--- config.mk ---
export PLATFORM = sky130hd
export DESIGN_NAME = vga_frame_capture
export DESIGN_NICKNAME = d
export VERILOG_FILES = /design/src/rtl/vga_capture_pkg.sv /design/src/rtl/vga_sync_edge.sv /design/src/rtl/vga_frame_capture.sv
export SDC_FILE = /design/constraint.sdc
export NUM_CORES = 1
export LEC_CHECK = 0
export CAP_MARGIN = 20
export CORE_MARGIN = 4
export CORE_UTILIZATION = 40
export DETAILED_ROUTE_END_ITERATION = 12
export HOLD_SLACK_MARGIN = 0.02
export PLACE_DENSITY = 0.56
export SLEW_MARGIN = 20
export SYNTH_ARGS = -nofsm -noshare
export SYNTH_HDL_FRONTEND = slang
export SYNTH_SLANG_ARGS = --single-unit
--- constraint.sdc ---
create_clock -name clk -period 6.1 [get_ports clk]
set_clock_uncertainty 0.2 [all_clocks]
set_input_delay 1.83 -clock clk [delete_from_list [all_inputs] [get_ports clk]]
set_output_delay 1.83 -clock clk [all_outputs]
set_load 0.005 [all_outputs]
--- src/rtl/vga_capture_pkg.sv ---
// Shared definitions for the VGA frame capture peripheral: FSM states,
// register map, STATUS layout and ui_in bit positions.
package vga_capture_pkg;

    typedef enum logic [2:0] {
        ST_IDLE    = 3'd0,
        ST_WAIT_VS = 3'd1,
        ST_LINES   = 3'd2,
        ST_SAMPLE  = 3'd3,
        ST_DONE    = 3'd4
    } cap_state_t;

    localparam logic [5:0] ADDR_CTRL  = 6'h00;
    localparam logic [5:0] ADDR_H_OFF = 6'h04;
    localparam logic [5:0] ADDR_H_PER = 6'h08;
    localparam logic [5:0] ADDR_V_OFF = 6'h0C;
    localparam logic [5:0] ADDR_V_PER = 6'h10;

    localparam int CTRL_ARM     = 0;
    localparam int CTRL_CONT    = 1;
    localparam int CTRL_IRQ_EN  = 2;
    localparam int CTRL_IRQ_CLR = 7;

    localparam int STAT_BUSY = 0;
    localparam int STAT_DONE = 1;
    localparam int STAT_IRQ  = 2;
    localparam int STAT_ERR  = 3;

    localparam int UI_PIXEL = 4;
    localparam int UI_VSYNC = 5;
    localparam int UI_HSYNC = 6;

    localparam logic [1:0] XFER_8    = 2'b00;
    localparam logic [1:0] XFER_16   = 2'b01;
    localparam logic [1:0] XFER_32   = 2'b10;
    localparam logic [1:0] XFER_NONE = 2'b11;

    // Down-counter reload for a period register; a period of 0 acts as 1.
    function automatic logic [7:0] per_reload(input logic [7:0] per);
        return (per == 8'd0) ? 8'd0 : per - 8'd1;
    endfunction

endpackage

--- src/rtl/vga_sync_edge.sv ---
// Edge detector for one sync line; reports transitions into and out of
// the asserted level, whichever polarity the source uses.
module vga_sync_edge #(
    parameter bit ACTIVE_LOW = 1'b1
) (
    input  logic clk,
    input  logic rst_n,
    input  logic sync,
    output logic assert_edge,
    output logic release_edge
);

    logic active_s;
    logic prev_active_r;

    assign active_s     = ACTIVE_LOW ? ~sync : sync;
    assign assert_edge  = active_s & ~prev_active_r;
    assign release_edge = ~active_s & prev_active_r;

    // Remember last cycle's asserted/not-asserted state.
    always_ff @(posedge clk) begin
        if (!rst_n) begin
            prev_active_r <= 1'b0;
        end else begin
            prev_active_r <= active_s;
        end
    end

endmodule

--- src/rtl/vga_frame_capture.sv ---
// TinyQV peripheral that samples a 32x16 one-bit grid from a VGA-style
// hsync/vsync/pixel stream, with CPU-programmable cell timing.
module vga_frame_capture
    import vga_capture_pkg::*;
#(
    parameter bit SYNC_ACTIVE_LOW = 1'b1
) (
    input  logic        clk,
    input  logic        rst_n,
    input  logic [7:0]  ui_in,
    output logic [7:0]  uo_out,
    input  logic [5:0]  address,
    input  logic [31:0] data_in,
    input  logic [1:0]  data_write_n,
    input  logic [1:0]  data_read_n,
    output logic [31:0] data_out,
    output logic        data_ready,
    output logic        user_interrupt
);

    cap_state_t  state_r;
    logic        busy_r, done_r, err_r, irq_pending_r, cont_r, irq_en_r;
    logic [7:0]  h_off_r, h_per_r, v_off_r, v_per_r;
    logic [31:0] rows_r [16];
    logic [31:0] buf_r;
    logic [3:0]  row_idx_r;
    logic [4:0]  col_r;
    logic [9:0]  line_wait_r;
    logic [9:0]  clk_wait_r;
    logic [31:0] data_out_r;
    logic        data_ready_r;

    logic        hs_assert_s, hs_release_s, vs_assert_s, vs_release_s;
    logic        wr8_s, ctrl_wr_s, arm_wr_s, stop_wr_s, irq_clr_s, done_evt_s;
    logic        pixel_s, row_we_s;
    logic [31:0] new_buf_s, row_wdata_s;
    logic [7:0]  status_s;
    logic        unused_s;

    vga_sync_edge #(.ACTIVE_LOW(SYNC_ACTIVE_LOW)) u_hsync_edge (
        .clk          (clk),
        .rst_n        (rst_n),
        .sync         (ui_in[UI_HSYNC]),
        .assert_edge  (hs_assert_s),
        .release_edge (hs_release_s)
    );

    vga_sync_edge #(.ACTIVE_LOW(SYNC_ACTIVE_LOW)) u_vsync_edge (
        .clk          (clk),
        .rst_n        (rst_n),
        .sync         (ui_in[UI_VSYNC]),
        .assert_edge  (vs_assert_s),
        .release_edge (vs_release_s)
    );

    assign pixel_s    = ui_in[UI_PIXEL];
    assign wr8_s      = (data_write_n == XFER_8);
    assign ctrl_wr_s  = wr8_s && (address == ADDR_CTRL);
    assign arm_wr_s   = ctrl_wr_s && data_in[CTRL_ARM];
    assign stop_wr_s  = ctrl_wr_s && !data_in[CTRL_ARM] && busy_r;
    assign irq_clr_s  = ctrl_wr_s && data_in[CTRL_IRQ_CLR];
    // A CPU arm/stop in the DONE cycle pre-empts frame completion.
    assign done_evt_s = (state_r == ST_DONE) && !arm_wr_s && !stop_wr_s;
    assign new_buf_s  = buf_r | ({31'd0, pixel_s} << col_r);

    assign uo_out         = 8'd0;
    assign data_out       = data_out_r;
    assign data_ready     = data_ready_r;
    assign user_interrupt = irq_pending_r;
    assign unused_s       = &{1'b0, vs_release_s, ui_in[7], ui_in[3:0], data_in[31:8], data_in[6:3]};

    // STATUS byte assembly.
    always_comb begin
        status_s            = 8'd0;
        status_s[STAT_BUSY] = busy_r;
        status_s[STAT_DONE] = done_r;
        status_s[STAT_IRQ]  = irq_pending_r;
        status_s[STAT_ERR]  = err_r;
    end

    // Row commit: either the 32nd sample or an early hsync truncating the line.
    always_comb begin
        row_we_s    = 1'b0;
        row_wdata_s = buf_r;
        if (state_r == ST_SAMPLE && !arm_wr_s && !stop_wr_s && !vs_assert_s) begin
            if (hs_assert_s) begin
                row_we_s    = 1'b1;
                row_wdata_s = buf_r;
            end else if (clk_wait_r == 10'd0 && col_r == 5'd31) begin
                row_we_s    = 1'b1;
                row_wdata_s = new_buf_s;
            end else begin
                row_we_s    = 1'b0;
            end
        end else begin
            row_we_s = 1'b0;
        end
    end

    // Configuration registers, written with 8-bit stores only.
    always_ff @(posedge clk) begin
        if (!rst_n) begin
            cont_r   <= 1'b0;
            irq_en_r <= 1'b0;
            h_off_r  <= 8'd0;
            h_per_r  <= 8'd1;
            v_off_r  <= 8'd0;
            v_per_r  <= 8'd1;
        end else if (wr8_s) begin
            case (address)
                ADDR_CTRL: begin
                    cont_r   <= data_in[CTRL_CONT];
                    irq_en_r <= data_in[CTRL_IRQ_EN];
                end
                ADDR_H_OFF: h_off_r <= data_in[7:0];
                ADDR_H_PER: h_per_r <= data_in[7:0];
                ADDR_V_OFF: v_off_r <= data_in[7:0];
                ADDR_V_PER: v_per_r <= data_in[7:0];
                default: ;
            endcase
        end
    end

    // Capture FSM; CPU arm/stop writes take priority over stream events.
    always_ff @(posedge clk) begin
        if (!rst_n) begin
            state_r     <= ST_IDLE;
            busy_r      <= 1'b0;
            done_r      <= 1'b0;
            err_r       <= 1'b0;
            row_idx_r   <= 4'd0;
            col_r       <= 5'd0;
            line_wait_r <= 10'd0;
            clk_wait_r  <= 10'd0;
            buf_r       <= 32'd0;
        end else if (arm_wr_s) begin
            state_r <= ST_WAIT_VS;
            busy_r  <= 1'b1;
            done_r  <= 1'b0;
            err_r   <= 1'b0;
        end else if (stop_wr_s) begin
            state_r <= ST_IDLE;
            busy_r  <= 1'b0;
        end else begin
            case (state_r)
                ST_IDLE: state_r <= ST_IDLE;
                ST_WAIT_VS: begin
                    if (vs_assert_s) begin
                        state_r     <= ST_LINES;
                        row_idx_r   <= 4'd0;
                        line_wait_r <= {2'b00, v_off_r};
                    end
                end
                ST_LINES: begin
                    if (vs_assert_s) begin
                        err_r       <= 1'b1;
                        row_idx_r   <= 4'd0;
                        line_wait_r <= {2'b00, v_off_r};
                    end else if (hs_release_s) begin
                        if (line_wait_r == 10'd0) begin
                            state_r    <= ST_SAMPLE;
                            col_r      <= 5'd0;
                            clk_wait_r <= {2'b00, h_off_r};
                            buf_r      <= 32'd0;
                        end else begin
                            line_wait_r <= line_wait_r - 10'd1;
                        end
                    end
                end
                ST_SAMPLE: begin
                    if (vs_assert_s) begin
                        state_r     <= ST_LINES;
                        err_r       <= 1'b1;
                        row_idx_r   <= 4'd0;
                        line_wait_r <= {2'b00, v_off_r};
                    end else if (row_we_s) begin
                        if (hs_assert_s) begin
                            err_r <= 1'b1;
                        end
                        row_idx_r   <= row_idx_r + 4'd1;
                        line_wait_r <= {2'b00, per_reload(v_per_r)};
                        state_r     <= (row_idx_r == 4'd15) ? ST_DONE : ST_LINES;
                    end else if (clk_wait_r == 10'd0) begin
                        buf_r      <= new_buf_s;
                        col_r      <= col_r + 5'd1;
                        clk_wait_r <= {2'b00, per_reload(h_per_r)};
                    end else begin
                        clk_wait_r <= clk_wait_r - 10'd1;
                    end
                end
                ST_DONE: begin
                    done_r  <= 1'b1;
                    busy_r  <= 1'b0;
                    state_r <= cont_r ? ST_WAIT_VS : ST_IDLE;
                end
                default: state_r <= ST_IDLE;
            endcase
        end
    end

    // Interrupt flag: completion sets, IRQ_CLR clears, set wins on collision.
    always_ff @(posedge clk) begin
        if (!rst_n) begin
            irq_pending_r <= 1'b0;
        end else if (done_evt_s && irq_en_r) begin
            irq_pending_r <= 1'b1;
        end else if (irq_clr_s) begin
            irq_pending_r <= 1'b0;
        end
    end

    // Captured row storage.
    always_ff @(posedge clk) begin
        if (!rst_n) begin
            for (int i = 0; i < 16; i++) begin
                rows_r[i] <= 32'd0;
            end
        end else if (row_we_s) begin
            rows_r[row_idx_r] <= row_wdata_s;
        end
    end

    // Read port: one-cycle ready pulse the clock after a request.
    always_ff @(posedge clk) begin
        if (!rst_n) begin
            data_out_r   <= 32'd0;
            data_ready_r <= 1'b0;
        end else if (data_read_n != XFER_NONE && !data_ready_r) begin
            data_ready_r <= 1'b1;
            case (data_read_n)
                XFER_8:  data_out_r <= {24'd0, status_s};
                XFER_16: data_out_r <= 32'd0;
                XFER_32: data_out_r <= (address[1:0] == 2'b00) ? rows_r[address[5:2]] : 32'd0;
                default: data_out_r <= 32'd0;
            endcase
        end else begin
            data_ready_r <= 1'b0;
            data_out_r   <= 32'd0;
        end
    end

endmodule

==> results.sh, run 1 <==
export IMPL_status="complete, no violations"
export IMPL_fp_dieH_um=274
export IMPL_layout_min_cycle_time_ps=4970
export IMPL_cts_tree="yes"
export IMPL_reg2reg_from="state_r[0]$_SDFFE_PN0P_"
export IMPL_synth_top_cell_area_share_pct=54.3
export IMPL_synthFlopType="edfxtp_1"
export IMPL_initial_core_util_pct=40.4
export IMPL_vias_per_cell=5.54
export IMPL_yosys_cell_count_top_type="nor2_1"
export IMPL_cts_hold_buf=0
export IMPL_hold_viol=0
export IMPL_ys_warn_count=0
export IMPL_synth_simple_area_share_pct=12.8
export IMPL_fin_setup_tns_ps=0
export IMPL_period_share_pct=81.4
export IMPL_numClockSinks=649
export IMPL_die_area_um2=75100
export IMPL_syn_area_per_cell_um2=13.6
export IMPL_synth_area_top_cells="edfxtp_1, mux4_2, dfxtp_1, nor2_1, mux2i_1"
export IMPL_synthArstFlopShare_pct=0
export IMPL_power_density_nw_per_um2=326
export IMPL_drive_gt1_share_pct=19.5
export IMPL_yosys_area_top_type="edfxtp_1"
export IMPL_synth_area_um2=28300
export IMPL_postCtsSetupRepairBufs=0
export IMPL_synth_common_cells="nor2_1, edfxtp_1, mux4_2, dfxtp_1, clkbuf_1"
export IMPL_arrival_ps=5010
export IMPL_p_total_w=0.0105
export IMPL_drc=0
export IMPL_cp_end_kind="flip-flop"
export IMPL_crit_path_cell_trace="clkdlybuf4s50_1 > nor2_1 > buf_4 > nor2_1 > nand3_1 > nor3b_1 > nand3_2 > nand2_2 > buf_4"
export IMPL_slowest_delay_ps=760
export IMPL_hp_start="err_r$_SDFFE_PP0P_"
export IMPL_yosys_area_share_adder_pct=0.530
export IMPL_clk_pin_slew_ps=60
export IMPL_vias=17300
export IMPL_holdPathEnd="data_out[3]$_SDFF_PN0_"
export IMPL_antenna_left=0
export IMPL_area_growth_pct=13.8
export IMPL_critical_path_class="in -> reg"
export IMPL_drtPass1Iterations=6
export IMPL_track_usage_pct=20.3
export IMPL_insertion_delay_ps=610
export IMPL_ctsResizeCount=0
export IMPL_hpwl_um=45100
export IMPL_ctsHtreeMaxLevel=3
export IMPL_synth_compound_area_share_pct=4.58
export IMPL_grt_max_degree=67
export IMPL_nets=2190
export IMPL_synth_top_family_by_area="multiplexers"
export IMPL_first_iter_violations=1770
export IMPL_tightest_slew_ps=1120
export IMPL_netlist_instances=2075
export IMPL_core_um2=70000
export IMPL_synth_seq_cells=649
export IMPL_ys_seq_area_share_pct=64.0
export IMPL_grt_antenna_before_repair=0
export IMPL_wl_per_cell_um=24.2
export IMPL_cts_root_buf="clkbuf_16"
export IMPL_io_buffer_count=56
export IMPL_fmax_mhz=201
export IMPL_crit_fanout=19
export IMPL_routed_wirelength_um=75700
export IMPL_critPathSlowestCell="nor3b_1"
export IMPL_cap_viol_max_count=0
export IMPL_yosysUniqueCellTypes=71
export IMPL_hold_depth=2
export IMPL_ff2ff_setup_slack_ps=1650
export IMPL_clk_path_buf_depth=3
export IMPL_rsz0062_at_grt="false"
export IMPL_crit_required_ps=6140
export IMPL_overflow=0
export IMPL_synthXorXnorAreaFrac_pct=0.464
export IMPL_synth_edf_count=512
export IMPL_ff2ff_path_depth=7
export IMPL_setup_viol=0
export IMPL_grt_pass1_wl_um=113000
export IMPL_slew_headroom_pct=24.7
export IMPL_ir_worst_vdd_mv=0.189
export IMPL_num_io_pins=94
export IMPL_gp_congestion=0.830
export IMPL_finalMaxSlewViolations=0
export IMPL_die_w_um=274
export IMPL_cts_buffers=71
export IMPL_hp_class="reg -> reg"
export IMPL_reg2reg_to="rows_r[5][4]$_SDFFCE_PN0P_"
export IMPL_startpoint_type="primary input"
export IMPL_rows=97
export IMPL_p_leak_nw=10.3
export IMPL_grt_pass1_vias=17700
export IMPL_muxShareOfSynthArea_pct=13.9
export IMPL_nFillCells=6194
-- where the power goes --
group | switching (W) | leakage (nW) | internal (W)
combinational | 0.000724 | 3.13 | 0.000475
clock | 0.00178 | 1.11 | 0.00243
sequential | 0.000109 | 6.07 | 0.00496
total | 0.00261 | 10.3 | 0.00787
-- layer usage --
layer	global-route usage, %	share of wire (%)	up-vias
met5	0	0	-
met4	4.70	1.8	0
met3	3.32	6.1	96
met1	27.3	42	8931
li1	-	-	7713
met2	34.9	50	584
-- worst max path at each step --
stage / startpoint / end / slack, ps / depth (start not counted)
6_report: ui_in[5] / rows_r[5][4]$_SDFFCE_PN0P_ / 1130 / 9
5_1_grt: ui_in[5] / rows_r[5][4]$_SDFFCE_PN0P_ / 930 / 9
4_1_cts: ui_in[5] / rows_r[5][6]$_SDFFCE_PN0P_ / 1250 / 9
3_5_place_dp: ui_in[5] / rows_r[5][13]$_SDFFCE_PN0P_ / 620 / 9
3_3_place_gp: ui_in[5] / rows_r[5][13]$_SDFFCE_PN0P_ / 640 / 9
2_1_floorplan: address[2] / rows_r[12][0]$_SDFFCE_PN0P_ / 1450 / 9
-- registers in the layout (all words and copies together), names as in the netlist, 3 cells and up --
name	count
rows_r	512
data_out	32
clk_wait_r	10
v_per_r	8
h_per_r	8
row_idx_r	4
col_r	5
line_wait_r	10
h_off_r	8
state_r	3
buf_r	32
v_off_r	8
-- layout make-up --
cell class | instances | area [µm²] | share of cell area, %
sequential | 649 | 18100 | 56.2
tap | 940 | 1180 | 3.65
clock inverter | 34 | 303 | 0.940
timing repair buffer | 144 | 1250 | 3.88
inverter | 20 | 75.1 | 0.233
antenna | 1 | 2.50 | 0.00777
multi-input combinational | 1240 | 9300 | 28.9
clock buffer | 98 | 1990 | 6.18
-- logic make-up after synthesis --
family,count (synthesis)
AOI/OAI and AO/OA,167
xor gates and xnor gates,15
adders and majority gates,12
buffers and inverters,193
DFF,649
muxes,194
other,1
and+or+nand+nor,844
-- per-stage QoR --
step | cells | hold slack (ps) | setup slack [ps] | cell area, µm² | utilization (%)
after floorplan | 2082 | 226 | 1450 | 28300 | -
after global placement | 2993 | 249 | 642 | 29900 | 42.7
after detailed placement | 2993 | 256 | 618 | 29900 | 42.7
after CTS | 3125 | 269 | 1250 | 32200 | 46.0
after global routing | 3125 | 291 | 934 | 32200 | 46.0
final | 3126 | 272 | 1130 | 32200 | 46.0
-- cells in the final DEF (no fill, tap or decap), types with 7 or more instances in the layout --
cell type and count:
nor2_1 629, edfxtp_1 512, mux4_2 160, dfxtp_1 137
buf_4 86, clkbuf_16 72, clkdlybuf4s50_1 51, nand2_1 48
a31oi_1 37, mux2i_1 34, a21oi_1 31, nor2b_1 31
o21ai_0 21, nor3_1 20, a21oi_4 20, inv_1 18
clkbuf_1 17, nand2_2 16, nand3_1 13, nand3_2 13
nand2b_1 12, clkinv_1 12, ha_1 12, xor2_1 10
clkbuf_8 10, clkinv_2 10, nand4_1 8, a211oi_1 8
conb_1 8, and3_1 7
-- worst max-delay path, delay by kind of cell --
| kind | cells | cell delay, ps |
|---|---|---|
| and+or+nand+nor | 6 | 2040 |
| buffers and inverters | 3 | 1110 |
(Power assumes the default switching activity.)
==> run 2: changes to the inputs <==
- clock period: 6.1 -> 4.6 ns (I/O delays scaled with it)
==> run 2 against run 1 <==
  * Non-clock buffer count is 54 higher
  * Clock power increased by 32%
  * Worst setup slack got worse by 610 ps
  * Wire length increased by 3.2%
  * Final cell count increased by 1.7%
  * Die area unchanged
  * Combinational power rose by 40%
  * Sequential power up 33%
  * Sequential share of layout area fell by 2.1 points
  * Via count increased by 1.3%
==> results.sh, run 2 (same netlist as run 1, synthesis figures left out) <==
export IMPL_status="complete, no violations"
export IMPL_slew_headroom_pct=32.9
export IMPL_critPathSlowestCell="nor3b_1"
export IMPL_crit_path_cell_trace="clkdlybuf4s50_1 > or2_2 > nand3_1 > buf_4 > nand3_1 > nor3b_1 > nand3_2 > nand2_2 > buf_4"
export IMPL_cp_end_kind="flip-flop"
export IMPL_ctsHtreeMaxLevel=3
export IMPL_die_area_um2=75100
export IMPL_power_density_nw_per_um2=418
export IMPL_slowest_delay_ps=760
export IMPL_ir_worst_vdd_mv=0.214
export IMPL_first_iter_violations=1828
export IMPL_globalRouteMet3Util_pct=3.20
export IMPL_cts_hold_buf=0
export IMPL_postCtsSetupRepairBufs=0
export IMPL_final_cell_mix="nor2_1, edfxtp_1, mux4_2, dfxtp_1, clkbuf_16"
export IMPL_hp_class="reg -> reg"
export IMPL_grt_antenna_before_repair=0
export IMPL_gp_congestion=0.804
export IMPL_crit_fanout=13
export IMPL_ctsResizeCount=0
export IMPL_finalMaxSlewViolations=0
export IMPL_initial_core_util_pct=40.4
export IMPL_p_leak_nw=10.9
export IMPL_rows=97
export IMPL_use_met1_pct=28.3
export IMPL_met2_usage_pct=35.3
export IMPL_io_buffer_count=56
export IMPL_fp_dieH_um=274
export IMPL_cp_top_family="simple AND/OR/NAND/NOR gates"
export IMPL_hold_viol=0
export IMPL_nets=2245
export IMPL_drc=0
export IMPL_overflow=0
export IMPL_cap_viol_max_count=0
export IMPL_hpwl_um=46600
export IMPL_layout_setup_ws_ps=520
export IMPL_p_total_w=0.0140
export IMPL_period_share_pct=88.7
export IMPL_routed_wirelength_um=78200
export IMPL_num_io_pins=94
export IMPL_crit_required_ps=4690
export IMPL_nFillCells=6161
export IMPL_grt_pass1_vias=17900
export IMPL_cts_tree="yes"
export IMPL_die_w_um=274
export IMPL_final_common_cell="nor2_1"
export IMPL_tightest_slew_ps=999
export IMPL_layout_min_cycle_time_ps=4080
export IMPL_rsz0062_at_grt="false"
export IMPL_drive_gt1_share_pct=21.3
export IMPL_startpoint_type="primary input"
export IMPL_vias_per_cell=5.52
export IMPL_track_usage_pct=21.1
export IMPL_fmax_mhz=245
export IMPL_largest_register="rows_r"
export IMPL_arrival_ps=4170
export IMPL_largest_reg_flops=512
export IMPL_insertion_delay_ps=620
export IMPL_drtPass1Iterations=5
export IMPL_antenna_left=0
export IMPL_vias=17500
export IMPL_setup_viol=0
export IMPL_cts_root_buf="clkbuf_16"
export IMPL_cts_buffers=72
export IMPL_clk_path_buf_depth=3
export IMPL_core_um2=70000
export IMPL_grt_max_degree=132
export IMPL_numClockSinks=649
export IMPL_dp_slack_ps=-88.5
export IMPL_path_buf_inv=3
export IMPL_clk_pin_slew_ps=60
export IMPL_area_growth_pct=18.2
export IMPL_critical_path_class="in -> reg"
export IMPL_wl_per_cell_um=24.6
export IMPL_grt_pass1_wl_um=117000
export IMPL_busiest_layer="met2"
==> run 2: path summary, 6_finish.rpt <==
path | start | end | slack [ps] | depth (start not counted)
min | buf_r[20]$_SDFFE_PN0P_ | buf_r[20]$_SDFFE_PN0P_ | 270 | 2
max reg2reg | col_r[1]$_SDFFE_PN0P_ | rows_r[5][21]$_SDFFCE_PN0P_ | 790 | 9
max | data_in[0] | rows_r[5][21]$_SDFFCE_PN0P_ | 520 | 9
min reg2reg | buf_r[20]$_SDFFE_PN0P_ | buf_r[20]$_SDFFE_PN0P_ | 270 | 2
==> run 2: layout make-up <==
class | instances | area (µm²) | area share, %
Antenna cell | 1 | 2.50 | 0.00748
Clock buffer | 108 | 2080 | 6.21
Clock inverter | 24 | 194 | 0.580
Inverter | 20 | 75.1 | 0.224
Multi-Input combinational cell | 1240 | 9300 | 27.8
Sequential cell | 649 | 18100 | 54.1
Tap cell | 940 | 1180 | 3.51
Timing Repair Buffer | 198 | 2520 | 7.54
==> run 2: tightest hold or removal path: stages, from the launching register on <==
cell and delay [ps]:
dfxtp_1 320, a31oi_1 40, nor2_1 70
==> run 2: per-stage QoR <==
step	hold WS, ps	utilization (%)	TNS (ps)	cell area (µm²)	instances
CTS	268	47.8	0	33500	3179
floorplan	226	-	0	28300	2082
global route	290	47.8	0	33500	3179
detailed placement	254	44.5	-1380	31200	3047
finish	268	47.8	0	33500	3180
global placement	248	44.5	-553	31200	3046
==> run 2: power by group <==
part	total, W	internal (W)	switching, W
combinational	0.00168	0.000707	0.000974
clock	0.00557	0.00321	0.00236
sequential	0.00672	0.00658	0.000142
total	0.0140	0.0105	0.00348
==> run 2: per-layer routing <==
layer	vias up	routed length, µm
li1	7812	-
met1	8963	31900
met2	651	38700
met3	118	5280
met4	0	2340
met5	-	0
==> run 3: changes to the inputs <==
- ABC_CLOCK_PERIOD_IN_PS: unset -> 4600
==> results of run 3 <==
Same layout as run 2: the final DEF is identical, and so are final timing and power.
